## src/rtl/block_drop_control.sv

```systemverilog
`default_nettype none
// ============================================================================
// Module      : block_drop_control
// Description : Moore FSM sequencing a block-drop game datapath: edge-detected
//               start/drop keys, drop lockout timer, hit/miss scoring flow.
// Revision    : 1.0 - initial release
// ============================================================================
module block_drop_control #(
    parameter logic [3:0]  MAX_SCORE = 4'd15,
    parameter logic [23:0] LOCKOUT   = 24'd5_000_000
) (
    input  logic       clk,
    input  logic       reset,
    input  logic       start,
    input  logic       drop,
    input  logic       o,
    input  logic       c,
    input  logic [3:0] score,
    output logic       dp_clear,
    output logic       enable,
    output logic       save_x,
    output logic       ld_x,
    output logic       ld_y,
    output logic       ld_d,
    output logic       inc_row,
    output logic       inc_score,
    output logic       dec_chances,
    output logic       game_over,
    output logic       win,
    output logic [3:0] state
);

    localparam logic [3:0] S_IDLE      = 4'd0;
    localparam logic [3:0] S_CLEAR     = 4'd1;
    localparam logic [3:0] S_LOAD      = 4'd2;
    localparam logic [3:0] S_RUN       = 4'd3;
    localparam logic [3:0] S_SETTLE    = 4'd4;
    localparam logic [3:0] S_CHECK     = 4'd5;
    localparam logic [3:0] S_HIT       = 4'd6;
    localparam logic [3:0] S_MISS      = 4'd7;
    localparam logic [3:0] S_MISS_WAIT = 4'd8;
    localparam logic [3:0] S_OVER      = 4'd9;
    localparam logic [3:0] S_WIN       = 4'd10;

    logic [3:0]  r_state;
    logic        r_start_q;
    logic        r_drop_q;
    logic        r_first_row;
    logic        r_mw_cnt;
    logic [23:0] r_lock;

    logic w_start_p;
    logic w_drop_p;
    logic w_lock_zero;
    logic w_accept;

    assign w_start_p   = start & ~r_start_q;
    assign w_drop_p    = drop & ~r_drop_q;
    assign w_lock_zero = (r_lock == 24'd0);
    assign w_accept    = (r_state == S_RUN) & w_drop_p & w_lock_zero;

    always_ff @(posedge clk) begin
        if (reset) begin
            r_state     <= S_IDLE;
            r_start_q   <= 1'b0;
            r_drop_q    <= 1'b0;
            r_first_row <= 1'b0;
            r_mw_cnt    <= 1'b0;
            r_lock      <= 24'd0;
        end else begin
            r_start_q <= start;
            r_drop_q  <= drop;

            // Lockout runs down in every state so it survives the hit/miss flow.
            if (w_accept) begin
                r_lock <= LOCKOUT;
            end else if (!w_lock_zero) begin
                r_lock <= r_lock - 24'd1;
            end

            case (r_state)
                S_IDLE: begin
                    if (w_start_p) r_state <= S_CLEAR;
                end
                S_CLEAR: begin
                    r_first_row <= 1'b1;
                    r_state     <= S_LOAD;
                end
                S_LOAD: begin
                    r_state <= S_RUN;
                end
                S_RUN: begin
                    if (w_accept) r_state <= S_SETTLE;
                end
                S_SETTLE: begin
                    r_state <= S_CHECK;
                end
                S_CHECK: begin
                    // The first row has nothing beneath it, so it always lands.
                    if (o || r_first_row) r_state <= S_HIT;
                    else                  r_state <= S_MISS;
                end
                S_HIT: begin
                    r_first_row <= 1'b0;
                    if (score == MAX_SCORE - 4'd1) r_state <= S_WIN;
                    else                           r_state <= S_LOAD;
                end
                S_MISS: begin
                    r_mw_cnt <= 1'b0;
                    r_state  <= S_MISS_WAIT;
                end
                S_MISS_WAIT: begin
                    // Two cycles: chances register, then the c flag derived from it.
                    if (!r_mw_cnt) begin
                        r_mw_cnt <= 1'b1;
                    end else begin
                        r_mw_cnt <= 1'b0;
                        r_state  <= c ? S_LOAD : S_OVER;
                    end
                end
                S_OVER: begin
                    if (w_start_p) r_state <= S_CLEAR;
                end
                S_WIN: begin
                    if (w_start_p) r_state <= S_CLEAR;
                end
                default: begin
                    r_state <= S_IDLE;
                end
            endcase
        end
    end

    assign state       = r_state;
    assign dp_clear    = (r_state == S_CLEAR);
    assign ld_x        = (r_state == S_LOAD);
    assign ld_y        = (r_state == S_LOAD);
    assign ld_d        = (r_state == S_LOAD);
    assign enable      = (r_state == S_RUN);
    assign save_x      = (r_state == S_HIT);
    assign inc_score   = (r_state == S_HIT);
    assign inc_row     = (r_state == S_HIT);
    assign dec_chances = (r_state == S_MISS);
    assign game_over   = (r_state == S_OVER);
    assign win         = (r_state == S_WIN);

endmodule
`default_nettype wire

```

## config.mk

```make
export PLATFORM = sky130hd
export DESIGN_NAME = block_drop_control
export DESIGN_NICKNAME = d
export VERILOG_FILES = /design/src/rtl/block_drop_control.sv
export SDC_FILE = /design/constraint.sdc
export NUM_CORES = 1
export LEC_CHECK = 0
export ABC_AREA = 1
export CORE_MARGIN = 10
export CORE_UTILIZATION = 35
export DETAILED_ROUTE_END_ITERATION = 10
export PLACE_DENSITY = 0.56
export SLEW_MARGIN = 20
export SYNTH_ARGS = -nofsm -noshare
export SYNTH_HDL_FRONTEND = slang
export SYNTH_SLANG_ARGS = --single-unit
export TNS_END_PERCENT = 5
```

## constraint.sdc

```tcl
create_clock -name clk -period 2.45 [get_ports clk]
set_input_delay 0.245 -clock clk [delete_from_list [all_inputs] [get_ports clk]]
set_output_delay 0.245 -clock clk [all_outputs]
set_load 0.02 [all_outputs]
```

==> out/metrics.yaml <==
outcome: "completed"
grt_max_degree: 19
cts.path.max_buffers: 2
worstReg2RegEnd: "r_lock[22]$_SDFFE_PP0P_"
multi_input_area_sq_um: 1170
synth_cell_types: 33
r2r_slack_ns: 0.73
critPathMaxStageDelay_ns: 0.61
path_cells: "inv_1, nor2_1, nand2_1, inv_1, clkdlybuf4s50_1"
rsz0062_at_grt: "false"
syn-cell-area_sq_um: 1980
cpMostUsedCell: "inv_1"
num_rows: 27
clock_skew_ns: 0.00209
max-vdd-ir-drop_uv: 878
fin_setup_tns_ns: 0
cts_resized: 0
numCtsBuffers: 5
synth_most_common_cell: "nand2_1"
syn_inst: 293
finalHoldViolCount: 0
synth_top_area_cell: "dfxtp_1"
core_sq_um: 5510
postCtsHoldBufs: 0
cts_setup_buffers: 0
pwr_density_cell_nw_per_um2: 1630
cts.sinks: 32
worst_r2r_path_depth: 8
final_max_slew_viol_count: 0
syn_to_final_growth_pct: 18.6
path_class: "reg2out"
maxCapViolCount: 0
end_kind: "output port"
synth-seq-area-share_pct: 32.3
p_total_uw: 3830
drtAntennaViolNets: 0
path_clk_slew_ns: 0.06
ys.flop_type: "dfxtp_1"
clock_latency_ns: 0.29
dp_hpwl_mm: 3.83
gp_congestion: 0.820
finalSetupViolations: 0
die_w_um: 95.2
start_util_pct: 36.0
drive_gt1_share_pct: 11.9
min_period_over_period_pct: 83.1
grt_pass1_vias: 1685
start_kind: "flop"
drtPass1Iterations: 4
avgSynthCellArea_sq_um: 6.76
root_buffer: "clkbuf_8"
synth-seq-cells: 32
period_minus_slack_ns: 2.04
remaining_drc_errors: 0
die_height_um: 95.2
cts_tree: "yes"
critical_path.slowest_cell: "clkdlybuf4s50_1"
cp_num_buf_inv: 3
htreeDepth: 2
cp.required_ns: 2.20
diodes: 0
syn_nets: 305
synth_commonest_cells: "nand2_1, nor2_1, dfxtp_1"
crit_family: "buffers and inverters"
worstPathMaxFanout: 7
num_vias: 1775
whs_endpoint: "r_lock[0]$_SDFFE_PP0N_"
drt_iter0_markers: 96
worstHoldStart: "r_lock[0]$_SDFFE_PP0N_"
synth_edf_count: 0
fin_nets: 330
yosysTopAreaCellShare_pct: 32.3
fillCellCount: 589
wl_per_cell_um: 12.2
regToRegStartpoint: "r_lock[0]$_SDFFE_PP0N_"
min_path_type: "reg2reg"
max_freq_mhz: 491
cp.arrival_ns: 1.79
wl_mm: 4.75
slew_headroom_pct: 78.4
io_pins: 25
tightestPinTransition_ns: 0.323
ys.warnings.count: 0
leakagePower_uw: 0.00112
grtUsageTotal_pct: 11.2
grt_pass1_wl_mm: 7.95
vias_per_cell: 4.54
ys_async_sr_fraction_pct: 0
regArea_sq_um: 641
grt-ovfl-total: 0
dieArea_sq_um: 9070
port_buffers: 24
antenna_found_initial: 0
synth_area_leaders: "dfxtp_1, nand2_1, nor2_1"
holdPathStages: 2
-- metal layers --
metal	wire length, um	share of wire (%)	track usage (%)	vias to the layer above
met1	2150	45	12.8	787
li1	-	-	-	954
met2	2280	48	19.0	27
met3	256	5.4	3.61	7
met5	0	0	0	-
met4	65	1.4	3.87	0
-- through the flow --
stage          hold WS (ns)  area, sq um  utilization, %  cells  setup WS, ns
5_1_grt               0.499         2350            42.7    391         0.229
6_report              0.460         2350            42.7    391         0.414
2_1_floorplan         0.314         1980               -    293         0.986
3_5_place_dp          0.452         2260            41.0    383         0.618
3_3_place_gp          0.449         2260            41.0    383         0.652
4_1_cts               0.462         2350            42.7    391         0.390
-- cell usage in the layout, fill, tap and decap left out, types with 3 or more instances in the layout --
cell type / netlist / final
dfxtp_1: 32 / 32
nor2_1: 62 / 62
a21oi_1: 11 / 11
nor2_2: 12 / 12
o21ai_0: 3 / 3
nor3_1: 5 / 5
xnor2_1: 13 / 13
inv_1: 26 / 26
nor2_4: 3 / 3
nand3_1: 13 / 13
nand2_1: 75 / 75
nand2_2: 3 / 3
clkbuf_8: 0 / 6
clkdlybuf4s50_1: 0 / 24
nand2_4: 4 / 4
xor2_1: 4 / 4
-- tightest hold or removal path: cells and delay by family, from the launching register on --
family	cells	cell delay, ns
flops	1	0.31
simple gates	1	0.06
compound gates	1	0.05
-- worst max path at each step --
stage	start	to	slack, ns	depth (start not counted)
after floorplan	state[1]$_SDFFE_PP0P_	r_lock[3]$_SDFFE_PP0N_	0.99	8
after global placement	drop	r_lock[5]$_SDFFE_PP0N_	0.65	7
after detailed placement	drop	r_lock[23]$_SDFFE_PP0N_	0.62	7
after CTS	state[1]$_SDFFE_PP0P_	save_x	0.39	5
after global routing	state[1]$_SDFFE_PP0P_	save_x	0.23	5
final	state[1]$_SDFFE_PP0P_	save_x	0.41	5
-- cell type report --
cell class / count / share of cell area [%]
flip-flops and latches: 32 / 27.3
multi-input cells: 226 / 49.8
repair buffers: 25 / 10.5
clock buffers: 8 / 3.83
well taps: 72 / 3.83
inverters: 28 / 4.69
-- logic make-up after synthesis --
| family | after synthesis | share of synthesized area (%) |
|---|---|---|
| buffers and inverters | 35 | 8.53 |
| AO/OA/AOI/OAI | 17 | 4.48 |
| adder cells (fa/ha/maj) | 2 | 1.26 |
| AND/OR/NAND/NOR | 190 | 45.9 |
| XOR/XNOR | 17 | 7.52 |
| flip-flops | 32 | 32.3 |
-- where the power goes --
group | switching, uW | leakage, uW | total (uW) | internal (uW)
clock network | 188 | 0.0000455 | 417 | 229
registers | 205 | 0.000263 | 937 | 732
logic | 1570 | 0.000812 | 2480 | 913
total | 1960 | 0.00112 | 3830 | 1870
-- registers in the layout, summed over array words and instances, names as in the netlist --
| signal | count |
|---|---|
| r_mw_cnt | 1 |
| r_lock | 24 |
| r_first_row | 1 |
| r_drop_q | 1 |
| state | 4 |
| r_start_q | 1 |
Note: power is estimated with default switching activity, not from simulation.
